**config.mk**
```make
export PLATFORM = sky130hd
export DESIGN_NAME = hfrv_trace_buffer
export DESIGN_NICKNAME = d
export VERILOG_FILES = /design/src/rtl/hfrv_trace_pkg.sv /design/src/rtl/hfrv_trace_fifo.sv /design/src/rtl/hfrv_trace_buffer.sv
export SDC_FILE = /design/constraint.sdc
export NUM_CORES = 1
export LEC_CHECK = 0
export CAP_MARGIN = 20
export CORE_ASPECT_RATIO = 0.7
export CORE_MARGIN = 4
export CORE_UTILIZATION = 25
export CTS_CLUSTER_SIZE = 14
export DETAILED_ROUTE_END_ITERATION = 8
export SETUP_SLACK_MARGIN = 0.02
export SLEW_MARGIN = 30
export SYNTH_ARGS = -nofsm -noshare
export SYNTH_HDL_FRONTEND = slang
export SYNTH_SLANG_ARGS = --single-unit
export TNS_END_PERCENT = 5
```
**constraint.sdc**
```tcl
create_clock -name clk -period 9.9 [get_ports clk]
set_clock_uncertainty 0.05 [all_clocks]
set_input_delay 1.98 -clock clk [delete_from_list [all_inputs] [get_ports clk]]
set_output_delay 1.98 -clock clk [all_outputs]
set_load 0.01 [all_outputs]
```
**src/rtl/hfrv_trace_pkg.sv**
```systemverilog
// Shared constants, types and the opcode classifier for the HF-RISCV retirement trace buffer.
package hfrv_trace_pkg;

    localparam int unsigned NUM_CLASSES  = 11;
    localparam int unsigned CLASS_W      = 4;
    localparam int unsigned TRACE_DATA_W = 32;

    localparam logic [6:0] OPC_LUI    = 7'b0110111;
    localparam logic [6:0] OPC_AUIPC  = 7'b0010111;
    localparam logic [6:0] OPC_JAL    = 7'b1101111;
    localparam logic [6:0] OPC_JALR   = 7'b1100111;
    localparam logic [6:0] OPC_BRANCH = 7'b1100011;
    localparam logic [6:0] OPC_LOAD   = 7'b0000011;
    localparam logic [6:0] OPC_STORE  = 7'b0100011;
    localparam logic [6:0] OPC_OP_IMM = 7'b0010011;
    localparam logic [6:0] OPC_OP     = 7'b0110011;
    localparam logic [6:0] OPC_SYSTEM = 7'b1110011;

    localparam logic [1:0] MODE_STREAM   = 2'd0;
    localparam logic [1:0] MODE_CIRCULAR = 2'd1;
    localparam logic [1:0] MODE_TRIGGER  = 2'd2;

    typedef enum logic [CLASS_W-1:0] {
        CLS_LUI    = 4'd0,
        CLS_AUIPC  = 4'd1,
        CLS_JAL    = 4'd2,
        CLS_JALR   = 4'd3,
        CLS_BRANCH = 4'd4,
        CLS_LOAD   = 4'd5,
        CLS_STORE  = 4'd6,
        CLS_OP_IMM = 4'd7,
        CLS_OP     = 4'd8,
        CLS_SYSTEM = 4'd9,
        CLS_OTHER  = 4'd10
    } trace_class_e;

    typedef enum logic [2:0] {
        IDLE,
        RUN,
        ARMED,
        POST,
        FROZEN
    } trace_state_e;

    typedef struct packed {
        logic [TRACE_DATA_W-1:0] pc;
        logic [TRACE_DATA_W-1:0] instr;
    } trace_entry_t;

    // Compressed encodings (instr[1:0] != 2'b11) never match a listed opcode, so they fall into OTHER.
    function automatic trace_class_e classify(input logic [6:0] opcode);
        trace_class_e cls;
        case (opcode)
            OPC_LUI:    cls = CLS_LUI;
            OPC_AUIPC:  cls = CLS_AUIPC;
            OPC_JAL:    cls = CLS_JAL;
            OPC_JALR:   cls = CLS_JALR;
            OPC_BRANCH: cls = CLS_BRANCH;
            OPC_LOAD:   cls = CLS_LOAD;
            OPC_STORE:  cls = CLS_STORE;
            OPC_OP_IMM: cls = CLS_OP_IMM;
            OPC_OP:     cls = CLS_OP;
            OPC_SYSTEM: cls = CLS_SYSTEM;
            default:    cls = CLS_OTHER;
        endcase
        return cls;
    endfunction

endpackage

```
**src/rtl/hfrv_trace_fifo.sv**
```systemverilog
// Trace entry storage: power-of-two ring with head/tail/level, optional overwrite-oldest when full.
module hfrv_trace_fifo #(
    parameter int unsigned ENTRY_W = 64,
    parameter int unsigned DEPTH   = 16
) (
    input  logic                     clk,
    input  logic                     reset,
    input  logic                     flush,
    input  logic                     push,
    input  logic [ENTRY_W-1:0]       push_data,
    input  logic                     overwrite_en,
    input  logic                     pop_ready,
    output logic                     out_valid,
    output logic [ENTRY_W-1:0]       out_data,
    output logic [$clog2(DEPTH):0]   level,
    output logic                     drop_c
);

    localparam int unsigned PTR_W = $clog2(DEPTH);
    localparam int unsigned LVL_W = PTR_W + 1;

    logic [ENTRY_W-1:0] mem [DEPTH];
    logic [PTR_W-1:0]   head_q;
    logic [PTR_W-1:0]   tail_q;
    logic [LVL_W-1:0]   level_q;
    logic [LVL_W-1:0]   level_d;
    logic               empty;
    logic               full;
    logic               do_pop;
    logic               wr_en;
    logic               head_adv;
    logic               tail_adv;

    // Push/pop arbitration; a pop on an empty buffer is ignored so a simultaneous push simply lands.
    always_comb begin
        empty    = (level_q == '0);
        full     = (level_q == LVL_W'(DEPTH));
        do_pop   = pop_ready & ~empty;
        wr_en    = 1'b0;
        head_adv = do_pop;
        tail_adv = 1'b0;
        drop_c   = 1'b0;
        level_d  = level_q;
        if (push) begin
            if (full && !do_pop) begin
                drop_c = 1'b1;
                if (overwrite_en) begin
                    wr_en    = 1'b1;
                    tail_adv = 1'b1;
                    head_adv = 1'b1;
                end
            end else begin
                wr_en    = 1'b1;
                tail_adv = 1'b1;
                if (!do_pop) begin
                    level_d = level_q + LVL_W'(1);
                end
            end
        end else if (do_pop) begin
            level_d = level_q - LVL_W'(1);
        end
    end

    always_ff @(posedge clk or posedge reset) begin
        if (reset) begin
            head_q  <= '0;
            tail_q  <= '0;
            level_q <= '0;
        end else if (flush) begin
            head_q  <= '0;
            tail_q  <= '0;
            level_q <= '0;
        end else begin
            if (head_adv) head_q <= head_q + PTR_W'(1);
            if (tail_adv) tail_q <= tail_q + PTR_W'(1);
            level_q <= level_d;
        end
    end

    always_ff @(posedge clk) begin
        if (wr_en && !flush) begin
            mem[tail_q] <= push_data;
        end
    end

    assign out_valid = ~empty;
    assign out_data  = empty ? '0 : mem[head_q];
    assign level     = level_q;

endmodule

```
**src/rtl/hfrv_trace_buffer.sv**
```systemverilog
// Retirement-trace capture: classifies retired instructions, filters by class, buffers {pc, instr} and counts hits.
module hfrv_trace_buffer
    import hfrv_trace_pkg::*;
#(
    parameter int unsigned DATA_W = 32,
    parameter int unsigned DEPTH  = 16,
    parameter int unsigned CNT_W  = 16,
    parameter int unsigned POST_W = 8
) (
    input  logic                     clk,
    input  logic                     reset,
    input  logic                     ret_valid,
    input  logic [DATA_W-1:0]        ret_pc,
    input  logic [DATA_W-1:0]        ret_instr,
    input  logic                     cfg_enable,
    input  logic [1:0]               cfg_mode,
    input  logic [NUM_CLASSES-1:0]   cfg_class_mask,
    input  logic [DATA_W-1:0]        cfg_trig_pc,
    input  logic [POST_W-1:0]        cfg_post_count,
    input  logic                     clear,
    output logic                     out_valid,
    input  logic                     out_ready,
    output logic [DATA_W-1:0]        out_pc,
    output logic [DATA_W-1:0]        out_instr,
    output logic [$clog2(DEPTH):0]   level,
    output logic [CNT_W-1:0]         drop_cnt,
    output logic                     frozen,
    input  logic [3:0]               cnt_sel,
    output logic [CNT_W-1:0]         cnt_value
);

    localparam int unsigned ENTRY_W = 2 * DATA_W;

    trace_state_e         state_q;
    trace_state_e         state_d;
    logic [1:0]           mode_q;
    logic [1:0]           mode_d;
    logic [POST_W-1:0]    post_left_q;
    logic [POST_W-1:0]    post_left_d;
    logic [CNT_W-1:0]     class_cnt_q [NUM_CLASSES];
    logic [CNT_W-1:0]     drop_cnt_q;
    logic [CLASS_W-1:0]   cls_idx;
    logic                 capturing;
    logic                 hit;
    logic                 push;
    logic                 overwrite_en;
    logic                 fifo_drop;
    logic [ENTRY_W-1:0]   head_data;

    assign cls_idx = classify(ret_instr[6:0]);

    // Next-state and capture controls; cfg_mode is only latched on leaving IDLE.
    always_comb begin
        state_d      = state_q;
        mode_d       = mode_q;
        post_left_d  = post_left_q;
        capturing    = (state_q == RUN) || (state_q == ARMED) || (state_q == POST);
        hit          = ret_valid & cfg_class_mask[cls_idx] & capturing;
        push         = hit & ~clear;
        overwrite_en = (state_q == ARMED) || ((state_q == RUN) && (mode_q == MODE_CIRCULAR));
        if (clear || !cfg_enable) begin
            state_d = IDLE;
        end else begin
            unique case (state_q)
                IDLE: begin
                    mode_d  = cfg_mode;
                    state_d = (cfg_mode == MODE_TRIGGER) ? ARMED : RUN;
                end
                RUN: begin
                    state_d = RUN;
                end
                ARMED: begin
                    if (hit && (ret_pc == cfg_trig_pc)) begin
                        post_left_d = cfg_post_count;
                        state_d     = (cfg_post_count == '0) ? FROZEN : POST;
                    end
                end
                POST: begin
                    if (hit) begin
                        post_left_d = post_left_q - POST_W'(1);
                        if (post_left_q <= POST_W'(1)) begin
                            state_d = FROZEN;
                        end
                    end
                end
                FROZEN: begin
                    state_d = FROZEN;
                end
                default: begin
                    state_d = IDLE;
                end
            endcase
        end
    end

    always_ff @(posedge clk or posedge reset) begin
        if (reset) begin
            state_q     <= IDLE;
            mode_q      <= MODE_STREAM;
            post_left_q <= '0;
        end else begin
            state_q     <= state_d;
            mode_q      <= mode_d;
            post_left_q <= post_left_d;
        end
    end

    // Saturating per-class hit counters and drop counter; clear wins over any same-cycle update.
    always_ff @(posedge clk or posedge reset) begin
        if (reset) begin
            for (int k = 0; k < NUM_CLASSES; k++) class_cnt_q[k] <= '0;
            drop_cnt_q <= '0;
        end else if (clear) begin
            for (int k = 0; k < NUM_CLASSES; k++) class_cnt_q[k] <= '0;
            drop_cnt_q <= '0;
        end else begin
            for (int k = 0; k < NUM_CLASSES; k++) begin
                if (hit && (cls_idx == CLASS_W'(k)) && (class_cnt_q[k] != '1)) begin
                    class_cnt_q[k] <= class_cnt_q[k] + CNT_W'(1);
                end
            end
            if (fifo_drop && (drop_cnt_q != '1)) begin
                drop_cnt_q <= drop_cnt_q + CNT_W'(1);
            end
        end
    end

    hfrv_trace_fifo #(
        .ENTRY_W (ENTRY_W),
        .DEPTH   (DEPTH)
    ) u_fifo (
        .clk          (clk),
        .reset        (reset),
        .flush        (clear),
        .push         (push),
        .push_data    ({ret_pc, ret_instr}),
        .overwrite_en (overwrite_en),
        .pop_ready    (out_ready),
        .out_valid    (out_valid),
        .out_data     (head_data),
        .level        (level),
        .drop_c       (fifo_drop)
    );

    always_comb begin
        cnt_value = '0;
        for (int k = 0; k < NUM_CLASSES; k++) begin
            if (cnt_sel == 4'(k)) cnt_value = class_cnt_q[k];
        end
    end

    assign out_pc    = head_data[ENTRY_W-1:DATA_W];
    assign out_instr = head_data[DATA_W-1:0];
    assign drop_cnt  = drop_cnt_q;
    assign frozen    = (state_q == FROZEN);

endmodule

```
After elaboration in Yosys (flattened, before gate mapping) --
Memories as Yosys holds them, arrays and structs flattened. Cells that the tools add are included.
Word-level totals: bits in registers 218, latch bits 0, bits in writable memories 1024, memory bits (read-only) 0, bits of input ports 127, output and inout port bits 103, word-level logic and storage cells 219, memories kept 1
Operators by class: add/sub/neg operators 17, $mul 0, divide/modulo/power cells 0, $lt $le $gt $ge 2, eq/ne operators 57, shifts and indexed selects 0, muxes and demuxes 58, bitwise logic cells 7, reductions and logical operators 59
Memories:
- u_fifo.mem | words 16, bits a word 64, rd ports 1, clocked after Yosys merged registers in 0, wr ports 1, line hfrv_trace_fifo.sv:22 | logic [ENTRY_W-1:0] mem [DEPTH];
Operators by type and width (count):
- $mux W16 | 24
- $add A16 B1 Y16 const B | 12
- $ne A16 B16 Y1 const B | 12
- $mux W176 | 1
- $mux W64 | 1
- $pmux W4 S10 | 1
- $eq A32 B32 Y1 | 1
- $eq A4 B3 Y1 const B | 8
- $reduce_bool A2 Y1 | 15
- $eq A7 B7 Y1 const B | 4
- $logic_and A1 B1 Y1 | 27
- $mux W5 | 5
- $eq A4 B4 Y1 const B | 6
- $eq A7 B6 Y1 const B | 3
- $eq A4 B2 Y1 const B | 4
- $mux W4 | 4
- $mux W8 | 2
- $pmux W8 S2 | 1
- $mux W3 | 5
- $pmux W3 S5 | 1
- $eq A7 B5 Y1 const B | 2
- $mux W1 | 11
- $add A4 B1 Y4 const B | 2
- $eq A4 B1 Y1 const B | 2
- 31 further kinds | 46

Longest topological paths before layout --
Gate-level depths: netlist (run 1).
depth in word-level cells 12, gate-level depth with buffers 15, gate-level depth less buffers 13

Cells and area by module --
A second synthesis (run 1) with hierarchy kept.
Second synthesis, totals: cells, all modules 3197, area total of the unflattened synthesis 52546.6 sq um
Modules (own cells, without submodules):
- hfrv_trace_fifo | instances 1, cells each 1684, area each 39440.3 sq um, sequential area each 31074.8 sq um
- hfrv_trace_buffer | instances 1, cells each 1513, area each 13106.3 sq um, sequential area each 5129.9 sq um

Worst setup path before layout (run 1) --
OpenSTA, ideal clock, no wires.
kind in2reg, start point input ret_instr[4], end point memory u_fifo.mem[7][0] (enable), setup time 0.667 ns, arrival time 10.508 ns, data required time 9.183 ns, setup slack -1.325 ns, cell stages on the path 10, buffers on the path 3, path through buf_4 buf_6 or3b_4 a21o_1 a21o_1 a21o_1 nor4_1 nand2_1 clkbuf_1 nor4b_1
Between the ends: word-level cells in the longest chain between the ends 11, elaborated cells on any way between the ends 20
Ends and longest elaborated chain:
- start: declaration | line hfrv_trace_buffer.sv:14 | input logic [DATA_W-1:0] ret_instr,
- $eq A7 B7 Y1 (tied with other cells) | line hfrv_trace_pkg.sv:53 | case (opcode)
- $pmux W4 S10 * | line hfrv_trace_pkg.sv:53
- $bmux W1 S4 * | line hfrv_trace_buffer.sv:58 | hit = ret_valid & cfg_class_mask[cls_idx] & capturing;
- $mux W1 (implied by the code) * | line hfrv_trace_buffer.sv:58
- $and A1 B1 Y1 * (2 in series) | line hfrv_trace_buffer.sv:58
- $and A1 B1 Y1 * | line hfrv_trace_buffer.sv:59 | push = hit & ~clear;
- $mux W1 * | line hfrv_trace_fifo.sv:44 | if (push) begin
- $logic_and A1 B1 Y1 * | line hfrv_trace_fifo.sv:81 | if (wr_en && !flush) begin
- $mux W1 * | line hfrv_trace_fifo.sv:81
- $mux W1 (implied by the code) * | line hfrv_trace_fifo.sv:82 | mem[tail_q] <= push_data;
- end: declaration | line hfrv_trace_fifo.sv:22
Every way passes the cells marked *; elsewhere a longest branch is shown, timed or not. The select of a mux whose other input is x is not followed.

Final worst setup path (run 1) --
start point input cnt_sel[1], end point output cnt_value[10]
Between the ends: word-level cells in the longest chain between the ends 12, elaborated cells on any way between the ends 22
Ends and longest elaborated chain:
- start: declaration | line hfrv_trace_buffer.sv:28 | input logic [3:0] cnt_sel,
- $logic_not A4 Y1 | line hfrv_trace_buffer.sv:148 | if (cnt_sel == 4'(k)) cnt_value = class_cnt_q[k];
- $mux W16 (10 in series) | line hfrv_trace_buffer.sv:148
- $mux W16 * | line hfrv_trace_buffer.sv:148
- end: declaration | line hfrv_trace_buffer.sv:29 | output logic [CNT_W-1:0] cnt_value
Every way passes the cells marked *; elsewhere a longest branch is shown, timed or not.

==> impl_results.md, run 1 <==
* Status: complete, no violations
* Die Wd at 558 um
* I/O pins at 230
* Gr ovfl total at 0
* Via count at 30.3k
* Worst EP arrival at 5.26 ns
* Tmin final at 7.29 ns
* CP bufs+invs at 3
* Port Buffer Count at 229
* Worst path required time at 7.87 ns
* Seq/Total Area, Yosys at 0.683
* GRT Overall Usage at 0.129
* Slew Limit Fails at 0
* HPWL after DPL at 92.8 mm
* CTS tree: built
* Clk sink count at 1,242
* Crit-path cells: clkdlybuf4s50_1 -> buf_4 -> nand2b_1 -> o21ai_0 -> a222oi_1 -> clkdlybuf4s50_1
* Synth Area in Compound Gates at 0.0458
* # DRC at 0
* Setup Fix Bufs, Post-CTS at 0
* Hold Buf Count CTS at 0
* Vias in the first global route at 29.8k
* Tightest Pin Transition at 0.965 ns
* Number of synthesized flops with an enable pin at 1,024
* Largest family of logic cells by synthesized area: multiplexers
* Most numerous cell in the Yosys netlist: edfxtp_1
* Remaining antenna violation count at 0
* Initial Util at 0.251
* Final WS setup at 2.61 ns
* Total Power at 0.0132 W
* Number of DRC markers in iteration 0 at 3,263
* CTS H-tree depth at 3
* Clk pin slew, worst setup/hold paths at 0.06 ns
* Mapped Nets at 3,289
* Async SR Flop Fraction at 0.176
* Rel. slew slack at 0.357
* Ys Warns at 0
* CP delay by family, top: buffers and inverters
* CTS buffer count at 120
* Layout cells sized above 1 at 0.182
* Critical-path top delay cell: clkdlybuf4s50_1
* Final wirelength at 146 mm
* CTS-repair resized insts at 0
* Highest fanout seen on the critical path at 24
* Clock Tree Root: clkbuf_16
* Library cells used by synthesis at 86
* Average wire per standard cell at 23.2 um
* RSZ-0062 raised after global routing: false
* Cell mode on critical path: clkdlybuf4s50_1
* Leakage at 19.8 nW
* Cells after Synth at 3,138
* Max VDD drop at 192 uV
* Post-synthesis adder-cell area fraction at 0.00581
* Max-cap viol count at 0
* CP endpoint kind: output pin
* FMAX at 137 MHz
* Maximum clock path buffer count at 3
* Drt first pass iters at 5
* Initial antenna violation count at 10
* Post-Syn Area at 53,000 um^2
* Post-Syn Area per Cell at 16.9 um^2
* Core area at 211,000 um^2
* Worst path max stage delay at 1.04 ns
* Vias/cell at 4.84
* First-pass GRT wire length at 212 mm
* Post-Synth XOR/XNOR Area at 0.0210
* Chip height at 393 um
* Simple-Gate Fraction of Synth Area at 0.0792
* Post-synth top cells: edfxtp_1, mux4_2, dfrtp_1, nor2_1, clkbuf_1
* Hold Fails Final Rpt at 0
* Synth area leaders: edfxtp_1, mux4_2, dfrtp_1, xor2_1, nor2_1
* Multiplexer share of the synthesized area at 0.149
* Area Growth Syn to Fin at 18.4%
* Top FF cell, synth: edfxtp_1
* Final Setup Violations at 0
* PD cells at 210 nW/um^2
* Total die area at 220,000 um^2
* Post-layout nets at 3,523
* Kind of critical path: in2out
* Pin count of the biggest net entering global routing at 133
* Final GP Congestion at 0.931
* WHS at 0.440 ns
* Tcrit/Tclk final at 0.737
* Share of the synthesized area in the top cell type at 0.580
* Min-delay worst type: reg2reg
* #FFs+latches synth at 1,242
* Worst-skew pair later-pin latency at 0.75 ns
* CP Launch Type: primary input
* Rows at 141
* Pre-CTS setup slack at 2.36 ns
* Area leader, netlist: edfxtp_1
## cells by family after synthesis
kind of cell	after synthesis
buffers and inverters	228
flip-flops	1242
XOR/XNOR	126
multiplexers	377
AND/OR/NAND/NOR	770
adder cells (fa/ha/maj)	24
AO/OA/AOI/OAI	371
## per-layer routing
layer	part of all wire	vias up	track usage
li1	-	13098	-
met1	0.47	15937	0.198
met2	0.42	1092	0.180
met3	0.083	175	0.0334
met4	0.023	4	0.0305
met5	0.00014	-	0
## worst paths after layout
kind | start | endpoint | slack [ns] | depth (start not counted)
max | cnt_sel[1] | cnt_value[10] | 2.61 | 6
min | post_left_q[7]$_DFFE_PP0P_ | post_left_q[7]$_DFFE_PP0P_ | 0.44 | 1
max reg2reg | state_q[0]$_DFFE_PP0P_ | u_fifo.mem[5][11]$_DFFE_PP_ | 4.92 | 8
min reg2reg | post_left_q[7]$_DFFE_PP0P_ | post_left_q[7]$_DFFE_PP0P_ | 0.44 | 1
max in group asynchronous | reset | class_cnt_q[13]$_DFFE_PP0P_ | 6.93 | 3
min in group asynchronous | reset | class_cnt_q[34]$_DFFE_PP0P_ | 1.66 | 2
## cell usage in the layout (no fill, tap or decap), types with 15 or more instances in the layout
cell             instances
edfxtp_1              1024
mux4_2                 326
clkdlybuf4s50_1        225
dfrtp_1                214
nor2_1                 158
clkbuf_16              120
a21oi_1                117
nand2_1                105
nand3_1                 84
and2_1                  82
xor2_1                  77
o21ai_0                 64
nand4_1                 62
or3_1                   50
buf_4                   50
inv_1                   48
xnor2_1                 47
nor3_1                  47
or4_1                   38
o31ai_1                 36
mux2i_1                 33
and3_1                  32
clkinv_1                27
ha_1                    23
clkbuf_1                21
mux2_2                  18
nor4_1                  17
o21a_1                  17
a21o_1                  17
clkinv_2                17
nor2b_1                 16
and4_1                  15
## area by class of cell
cell class	count	area, um^2
Fill cell	20766	148000
Inverter	51	200
Clock buffer	144	3120
Antenna cell	3	7.51
Tap cell	2788	3490
Clock inverter	81	886
Timing Repair Buffer	289	2830
Sequential cell	1242	36200
Multi-Input combinational cell	1668	16100
## registers in the layout, summed over array words and instances, names as in the netlist
register / flops
u_fifo.mem: 1024
class_cnt_q: 176
drop_cnt: 16
post_left_q: 8
u_fifo.level: 5
u_fifo.head_q: 4
u_fifo.tail_q: 4
state_q: 3
mode_q: 2
## per-stage QoR
stage / utilization / setup TNS, ns / instances / instance area (um^2)
6_report: 0.298 / 0 / 6266 / 62800
3_5_place_dp: 0.278 / 0 / 6035 / 58700
5_1_grt: 0.298 / 0 / 6263 / 62800
3_3_place_gp: 0.278 / 0 / 6035 / 58700
4_1_cts: 0.297 / 0 / 6260 / 62700
2_1_floorplan: - / -459.11 / 3138 / 53000
## worst reg2reg max path, stage by stage, from the launching register on
cell     delay [ns]
dfrtp_1        0.80
nor2_2         0.31
or2_2          0.45
a21oi_2        0.47
nand3_2        0.11
buf_4          0.31
nor3_2         0.49
and4b_4        0.95
buf_4          0.60
## where the power goes
part           total [W]  switching [W]  internal, W
Clock            0.00466        0.00208      0.00258
Combinational    0.00279        0.00136      0.00143
Sequential       0.00574      0.0000556      0.00568
Note: power is estimated with default switching activity, not from simulation.
==> inputs of run 2 (changes only) <==
==> constraint.sdc (replaced) <==
create_clock -name clk -period 7.6 [get_ports clk]
set_clock_uncertainty 0.05 [all_clocks]
set_input_delay 1.52 -clock clk [delete_from_list [all_inputs] [get_ports clk]]
set_output_delay 1.52 -clock clk [all_outputs]
set_load 0.01 [all_outputs]
==> run 2 against run 1 <==
  * Non-clock buffer count fell by 4
  * First-iteration DRC count up 1.6%
  * Via count barely moved
  * Setup slack lost 1.5 ns
  * Core utilization grew 0.053 points
  * Sequential share of layout area fell by 0.10 points
  * Register-to-register slack lost 1.4 ns
  * Clock-buffer cell count grew 4
  * Critical path type unchanged
  * Largest cell class unchanged
  * Largest power group unchanged
==> impl_results.md, run 2 (same netlist as run 1, synthesis figures left out) <==
* Clock network fraction of total power at 0.349
* Number of cells on the critical path at 8
* Final Setup Violations at 0
* Leakage at 19.8 nW
* Number of flip-flops under the largest register name at 1,024
* Commonest non-fill, non-tap cell in the layout: edfxtp_1
* Area Growth Syn to Fin at 18.7%
* Core area at 211,000 um^2
* Post-layout nets at 3,520
* FMAX at 153 MHz
* Status: complete, no violations
* Gr ovfl total at 0
* Total Power at 0.0170 W
* CP bufs+invs at 3
* Maximum clock path buffer count at 3
* Vias/cell at 4.84
* Final GP Congestion at 0.919
* Most frequent cells in the layout: edfxtp_1, mux4_2, clkdlybuf4s50_1
* Number of DRC markers in iteration 0 at 3,316
* Final wirelength at 146 mm
* Cell mode on critical path: clkdlybuf4s50_1
* Layout Utilization at 0.298
* Hold Fails Final Rpt at 0
* Clk sink count at 1,242
* Tcrit/Tclk final at 0.860
* Reg2reg setup slack at 3.49 ns
* RSZ-0062 raised after global routing: false
* CTS tree: built
* Port Buffer Count at 229
* Tightest Pin Transition at 0.965 ns
* Combinational Power Share at 0.209
* Rows at 141
* CTS buffer count at 121
* Min-delay worst type: reg2reg
* R2r endpoint: u_fifo.mem[9][6]$_DFFE_PP_
* Highest fanout seen on the critical path at 23
* Kind of critical path: in2out
* Pin count of the biggest net entering global routing at 113
* Psw at 0.00452 W
* Via count at 30.3k
* PD cells at 270 nW/um^2
* Initial Util at 0.251
* Worst-skew pair later-pin latency at 0.74 ns
* Cell Int Power at 0.0125 W
* Drt first pass iters at 7
* First-pass GRT wire length at 212 mm
* Switching share of total power at 0.265
* Worst path max stage delay at 0.76 ns
* CP delay by family, top: buffers and inverters
* Reg2reg path depth at 8
* Vias in the first global route at 29.7k
* Clk pin slew, worst setup/hold paths at 0.07 ns
* CP startpoint: cnt_sel[1]
* Die Wd at 558 um
* Average wire per standard cell at 23.3 um
* Tmin final at 6.54 ns
* Most flop-heavy register: u_fifo.mem
* Worst EP arrival at 4.97 ns
* Final Instance Area at 62,900 um^2
* CP endpoint kind: output pin
* Hold Buf Count CTS at 0
* CTS-repair resized insts at 0
* GRT Overall Usage at 0.130
* Crit-path cells: clkdlybuf4s50_1 -> buf_4 -> nor3_1 -> a22oi_1 -> o221ai_1 -> o21ai_0 -> a222oi_1 -> clkdlybuf4s50_1
* CP Launch Type: primary input
* Worst r2r src: state_q[0]$_DFFE_PP0P_
* I/O pins at 230
* Rel. slew slack at 0.352
* Setup Fix Bufs, Post-CTS at 0
* Flop pwr share at 0.442
* Max-cap viol count at 0
* Layout cells sized above 1 at 0.182
* Worst path required time at 6.03 ns
* Max VDD drop at 215 uV
* Total die area at 220,000 um^2
* Initial antenna violation count at 17
* HPWL after DPL at 90.1 mm
* Slew Limit Fails at 0
* Clock Tree Root: clkbuf_16
* Remaining antenna violation count at 0
* # DRC at 0
* Placed instance area at 59,000 um^2
* Critical-path top delay cell: nor3_1
* CTS H-tree depth at 3
* Chip height at 393 um
* Setup crit end: cnt_value[10]
==> run 2: power groups by stage <==
stage,combinational [W],sequential (W),clock (W)
after CTS,0.00368,0.00753,0.00611
final,0.00356,0.00753,0.00593
after global routing,0.00385,0.00754,0.00641
after floorplan,0.00219,0.00757,0
after detailed placement,0.00366,0.00767,0
after global placement,0.00366,0.00768,0
==> run 2: how the worst min path moves through the flow <==
stage,end,cells past startpoint,slack [ns],from
global route,mode_q[1]$_DFFE_PP0P_,1,0.48,mode_q[1]$_DFFE_PP0P_
finish,post_left_q[7]$_DFFE_PP0P_,1,0.45,post_left_q[7]$_DFFE_PP0P_
CTS,post_left_q[7]$_DFFE_PP0P_,1,0.45,post_left_q[7]$_DFFE_PP0P_
detailed placement,post_left_q[7]$_DFFE_PP0P_,1,0.43,post_left_q[7]$_DFFE_PP0P_
global placement,post_left_q[7]$_DFFE_PP0P_,1,0.42,post_left_q[7]$_DFFE_PP0P_
floorplan,post_left_q[7]$_DFFE_PP0P_,1,0.40,post_left_q[7]$_DFFE_PP0P_
==> run 2: stage by stage <==
step	instances	setup TNS, ns	setup slack [ns]	hold WS (ns)
global placement	6034	0	1.25	0.422
detailed placement	6034	0	1.19	0.433
floorplan	3138	-1277.35	-3.16	0.398
finish	6270	0	1.06	0.453
CTS	6261	0	1.19	0.453
global route	6263	0	0.853	0.479
==> run 2: area by class of cell <==
class,instances,area (um^2)
inverters,51,200
diodes,9,22.5
clock inverters,79,727
well taps,2788,3490
clock buffers,148,3200
fillers,20695,148000
repair buffers,285,3010
flip-flops and latches,1242,36200
multi-input cells,1668,16000
==> run 2: per-layer routing <==
layer	GRT usage	routed length [um]	vias to the layer above
met4	0.0362	3510	10
met1	0.201	68900	15924
met5	0	56	-
met3	0.0271	11500	182
met2	0.183	62400	1114
li1	-	-	13102
==> run 2: worst register-to-register path, stage by stage (launching register included) <==
cell,delay (ns)
dfrtp_1,0.72
nor2_2,0.29
or2_2,0.44
a21oi_2,0.13
buf_4,0.22
nand3_2,0.16
nor3_2,0.53
and4b_4,0.83
buf_12,0.37
